$ cat src/rtl/inst_trace_buffer.sv
// Instruction trace buffer: captures (pc, inst, seq) records from the CPU
// into a first-word-fall-through FIFO and freezes capture once the program
// parks on a self-looping pc for HALT_RUN repeats.
module inst_trace_buffer #(
    parameter int ADDR_W   = 32,
    parameter int INST_W   = 32,
    parameter int DEPTH    = 16,
    parameter int SEQ_W    = 16,
    parameter int HALT_RUN = 4
) (
    input  logic                       clk,
    input  logic                       rst,
    input  logic [ADDR_W-1:0]          pc,
    input  logic [INST_W-1:0]          inst,
    input  logic                       cap_en,
    output logic                       out_valid,
    input  logic                       out_ready,
    output logic [ADDR_W-1:0]          out_pc,
    output logic [INST_W-1:0]          out_inst,
    output logic [SEQ_W-1:0]           out_seq,
    output logic [$clog2(DEPTH+1)-1:0] count,
    output logic                       full,
    output logic                       overflow,
    output logic                       halted
);
    localparam int PTR_W = $clog2(DEPTH);
    localparam int CNT_W = $clog2(DEPTH+1);
    localparam int REP_W = $clog2(HALT_RUN+1);

    typedef enum logic {S_RUN = 1'b0, S_HALT = 1'b1} state_t;

    state_t              r_state;
    state_t              w_state_next;
    logic [PTR_W-1:0]    r_wr_ptr;
    logic [PTR_W-1:0]    r_rd_ptr;
    logic [CNT_W-1:0]    r_count;
    logic [CNT_W-1:0]    w_count_next;
    logic                r_full;
    logic                r_overflow;
    logic [SEQ_W-1:0]    r_seq;
    logic [REP_W-1:0]    r_rep;
    logic [REP_W-1:0]    w_rep_next;
    logic [ADDR_W-1:0]   r_last_pc;
    logic                r_last_vld;
    logic                w_elig;
    logic                w_valid;
    logic                w_pop;
    logic                w_push_ok;
    logic                w_drop;

    // Storage is data only; validity is tracked by the pointers and count.
    logic [ADDR_W-1:0]   r_mem_pc   [DEPTH];
    logic [INST_W-1:0]   r_mem_inst [DEPTH];
    logic [SEQ_W-1:0]    r_mem_seq  [DEPTH];

    assign w_elig     = (r_state == S_RUN) && cap_en;
    assign w_valid    = (r_count != '0);
    assign w_pop      = w_valid && out_ready;
    // A pop in the same cycle frees the slot, so a full FIFO can still accept.
    assign w_push_ok  = w_elig && (!r_full || w_pop);
    assign w_drop     = w_elig && r_full && !w_pop;
    assign w_rep_next = (r_last_vld && (pc == r_last_pc)) ? r_rep + 1'b1 : '0;

    // Next-state for the RUN/HALT machine; HALT is only left through reset.
    always_comb begin
        w_state_next = r_state;
        if (w_elig && (w_rep_next == REP_W'(HALT_RUN))) begin
            w_state_next = S_HALT;
        end
    end

    // Occupancy update from the push/pop combination.
    always_comb begin
        w_count_next = r_count;
        if (w_push_ok && !w_pop) begin
            w_count_next = r_count + 1'b1;
        end else if (!w_push_ok && w_pop) begin
            w_count_next = r_count - 1'b1;
        end
    end

    // State register.
    always_ff @(posedge clk) begin
        if (rst) begin
            r_state <= S_RUN;
        end else begin
            r_state <= w_state_next;
        end
    end

    // Control: pointers, occupancy, flags, sequence stamp and repeat tracking.
    always_ff @(posedge clk) begin
        if (rst) begin
            r_wr_ptr   <= '0;
            r_rd_ptr   <= '0;
            r_count    <= '0;
            r_full     <= 1'b0;
            r_overflow <= 1'b0;
            r_seq      <= '0;
            r_rep      <= '0;
            r_last_pc  <= '0;
            r_last_vld <= 1'b0;
        end else begin
            if (w_push_ok) begin
                r_wr_ptr <= r_wr_ptr + 1'b1;
            end
            if (w_pop) begin
                r_rd_ptr <= r_rd_ptr + 1'b1;
            end
            r_count <= w_count_next;
            r_full  <= (w_count_next == CNT_W'(DEPTH));
            if (w_drop) begin
                r_overflow <= 1'b1;
            end
            // Stamp advances on dropped records too, so gaps reveal losses.
            if (w_elig) begin
                r_seq      <= r_seq + 1'b1;
                r_rep      <= w_rep_next;
                r_last_pc  <= pc;
                r_last_vld <= 1'b1;
            end
        end
    end

    // Record write into the slot at the write pointer.
    always_ff @(posedge clk) begin
        if (w_push_ok) begin
            r_mem_pc[r_wr_ptr]   <= pc;
            r_mem_inst[r_wr_ptr] <= inst;
            r_mem_seq[r_wr_ptr]  <= r_seq;
        end
    end

    // Head is forced to zero when empty so the post-reset outputs read 0.
    assign out_valid = w_valid;
    assign out_pc    = w_valid ? r_mem_pc[r_rd_ptr]   : '0;
    assign out_inst  = w_valid ? r_mem_inst[r_rd_ptr] : '0;
    assign out_seq   = w_valid ? r_mem_seq[r_rd_ptr]  : '0;
    assign count     = r_count;
    assign full      = r_full;
    assign overflow  = r_overflow;
    assign halted    = (r_state == S_HALT);

endmodule

$ cat config.mk
export PLATFORM = sky130hd
export DESIGN_NAME = inst_trace_buffer
export DESIGN_NICKNAME = d
export VERILOG_FILES = /design/src/rtl/inst_trace_buffer.sv
export SDC_FILE = /design/constraint.sdc
export NUM_CORES = 1
export LEC_CHECK = 0
export CAP_MARGIN = 0
export CORE_ASPECT_RATIO = 0.75
export CORE_MARGIN = 10
export CORE_UTILIZATION = 55
export DETAILED_ROUTE_END_ITERATION = 7
export GPL_TIMING_DRIVEN = 0
export HOLD_SLACK_MARGIN = 0.06
export PLACE_DENSITY_LB_ADDON = 0.12
export SETUP_SLACK_MARGIN = 0.5
export SYNTH_ARGS = -nofsm -noshare
export SYNTH_HDL_FRONTEND = slang
export SYNTH_SLANG_ARGS = --single-unit
export TNS_END_PERCENT = 10
$ cat constraint.sdc
create_clock -name clk -period 23.7 [get_ports clk]
set_input_delay 3.555 -clock clk [delete_from_list [all_inputs] [get_ports clk]]
set_output_delay 3.555 -clock clk [all_outputs]
set_load 0.02 [all_outputs]
==> flow_summary.json <==
{
  "status": "finished clean",
  "hold_path.class": "flip-flop to flip-flop",
  "area_growth_pct": 17.28,
  "cts_tree": "done",
  "grt_pass1_wl_mm": 179.2,
  "cp_max_fo": 10,
  "io_pins": 157,
  "syn_inst": 2257,
  "core_area_mm2": 0.09333,
  "ctsResizeCount": 0,
  "crit_chain": "clkbuf_1 -> clkbuf_1 -> clkbuf_1 -> mux4_2 -> mux4_2 -> and2_1 -> clkdlybuf4s50_1",
  "syn-num-nets": 2335,
  "finalCriticalPeriod_ns": 8.353,
  "die-area_mm2": 0.1069,
  "synth_cell_types": 41,
  "met1_usage": 0.3171,
  "start_util": 0.5545,
  "grt_max_degree": 25,
  "io_buffers": 156,
  "grt_use_met3": 0.05106,
  "worstSetupStartpointType": "flip-flop",
  "finalCritPeriodShare": 0.3525,
  "first_global_vias": 26150,
  "drt_iter0_drc": 3126,
  "wl_per_cell_um": 30.83,
  "drc": 0,
  "skew_ns": 0.02925,
  "htree_levels": 4,
  "vdd_drop_max_mv": 0.09180,
  "critPathTopFamily": "buffers and inverters",
  "die_w_um": 374.2,
  "final_cell_mix": "edfxtp_1 (1280), mux4_2 (400), clkdlybuf4s50_1 (156)",
  "cts_sinks": 1352,
  "postRouteAntennaNets": 0,
  "critPathArrivalTime_ns": 4.80,
  "clk_latency_ns": 0.75,
  "fin_nets": 2718,
  "cts_buffer_depth": 3,
  "ctsHoldBuffers": 0,
  "drtPass1Iterations": 6,
  "critPathBufInv": 4,
  "setup-violations-final": 0,
  "antenna_found_initial": 6,
  "yosysWarningCount": 0,
  "overflow": 0,
  "worstMarginPinSlew_ns": 1.336,
  "hold_violations": 0,
  "num_vias": 24840,
  "fin_tns_setup_ns": 0,
  "cts-root-buf": "clkbuf_16",
  "p_per_area_mw_per_mm2": 99.97,
  "leakagePower_uw": 0.01847,
  "synthFlopType": "edfxtp_1",
  "multiInputGateArea_mm2": 0.01135,
  "finalNonFillerCells": 3982,
  "syn_avg_cell_area_um2": 22.93,
  "use_met2": 0.3797,
  "ys_seq_elements": 1352,
  "netlist_area_mm2": 0.05176,
  "ys_seq_area_frac": 0.7705,
  "cp_common_cell": "clkbuf_1",
  "post_cts_buffers": 0,
  "gr-usage-all-layers": 0.2322,
  "synthArstFlopShare": 0,
  "clk_pin_slew_worst_paths_ns": 0.06,
  "placed_cells": 3744,
  "vias_per_cell": 6.239,
  "wl_mm": 122.8,
  "maxCapViolations": 0,
  "rsz0062_at_grt": "no",
  "chipHeight_um": 285.7,
  "dp_slack_ns": 16.17,
  "grt_busiest_layer": "met2",
  "worst-endpoint-required_ns": 20.15,
  "ff_latch_area_mm2": 0.03988,
  "drive_gt1_frac": 0.2658,
  "slowest_stage": "clkbuf_1",
  "maxSlewViolCount": 0,
  "hold_slack_ns": 0.4699,
  "dp_hpwl_mm": 77.09,
  "cts_buffers": 131,
  "setup_slack_ns": 15.35,
  "gp_congestion": 0.7873,
  "nFillCells": 6022,
  "cp_slowest_stage_delay_ns": 1.01,
  "num_rows": 97,
  "mostFrequentLayoutCell": "edfxtp_1",
  "end_kind": "output port",
  "max_freq_mhz": 119.7,
  "slew_headroom": 0.1093,
  "path_class": "flip-flop to output port",
  "synth_edf_count": 1280
}
## cells in the mapped netlist, drive strengths merged, types with 2 or more instances
cell type | number | area (um2)
edfxtp | 1280 | 38440
mux4 | 400 | 9009
nand2 | 82 | 310.3
and2 | 81 | 506.7
clkbuf | 78 | 292.8
dfxtp | 72 | 1441
nor2 | 44 | 165.2
a21oi | 43 | 222.7
buf | 41 | 325.3
xor2 | 31 | 271.5
xnor2 | 23 | 201.4
nand4 | 11 | 68.82
ha | 10 | 125.1
nand3 | 8 | 40.04
inv | 6 | 22.52
nor3 | 6 | 30.03
nor4 | 5 | 31.28
o21ai | 5 | 25.02
nand2b | 4 | 25.02
or3 | 4 | 25.02
and3 | 3 | 18.77
nor2b | 3 | 18.77
and4 | 2 | 17.52
o22ai | 2 | 12.51
o31ai | 2 | 15.01
## path summary, 6_finish.rpt
kind | startpoint | to | slack, ns | cells past startpoint
worst min register to register | r_last_pc[2] | r_last_pc[2] | 0.47 | 2
worst max-delay path | flip-flop | out_pc[27] | 15.35 | 7
worst min-delay path | r_last_pc[2] | r_last_pc[2] | 0.47 | 2
worst max register to register | count[1] | r_mem_inst[3][22] | 19.01 | 12
## logic make-up (layout without fill, tap and decap cells)
kind of cell / count (synthesis) / after routing / synth area share
simple gates: 258 / 258 / 0.02521
fa+ha+maj: 10 / 10 / 0.002418
compound gates: 58 / 58 / 0.006286
other cells: 0 / 6 / 0
flops: 1352 / 1352 / 0.7705
mux: 400 / 400 / 0.1741
buf+inv: 125 / 607 / 0.01238
xor+xnor: 54 / 54 / 0.009138
## worst register-to-register path, stage by stage, from the launching register on
cell and delay, ns:
dfxtp_1 0.43, inv_1 0.12, ha_1 0.19, or4b_4 0.21, buf_2 0.58, nand2_2 0.29, a21oi_2 0.47, nand2_1 0.37
nor3_2 0.87, buf_6 0.29, buf_6 0.21, buf_6 0.20, buf_6 0.17
## power breakdown
part | total (uW) | switching (uW) | internal [uW]
Clock | 2020 | 853 | 1170
Sequential | 2690 | 22.3 | 2670
Combinational | 1360 | 739 | 617
## state kept, by name (all words and copies together) (netlist names), 3 cells and up, named ones only
register and cells:
r_rd_ptr 4, r_seq 16, count 5, r_mem_seq 256, r_last_pc 32, r_mem_pc 512, r_mem_inst 512, r_rep 3
r_wr_ptr 4
## through the flow
stage               cell area (um2)  power [uW]  utilization
finish                        60700        6068       0.6504
global route                  60690        6290       0.6502
CTS                           60680        6129       0.6502
detailed placement            56540        4117       0.6058
global placement              54870        4095       0.5879
floorplan                     51760        3508            -
## layout make-up
class	instances	area share
sequential	1352	0.6570
clock buffer	174	0.06083
timing repair buffer	250	0.05149
buffer	119	0.01018
inverter	6	0.0003710
multi-input combinational	780	0.1869
clock inverter	58	0.007441
tap	1237	0.02550
antenna	6	0.0002474
## per-layer routing
layer	wire length (um)	vias to the layer above
met5	42	-
met4	2698	6
met3	10170	194
met2	60810	1087
met1	49050	13320
li1	-	10230
Note: power is estimated with default switching activity, not from simulation.
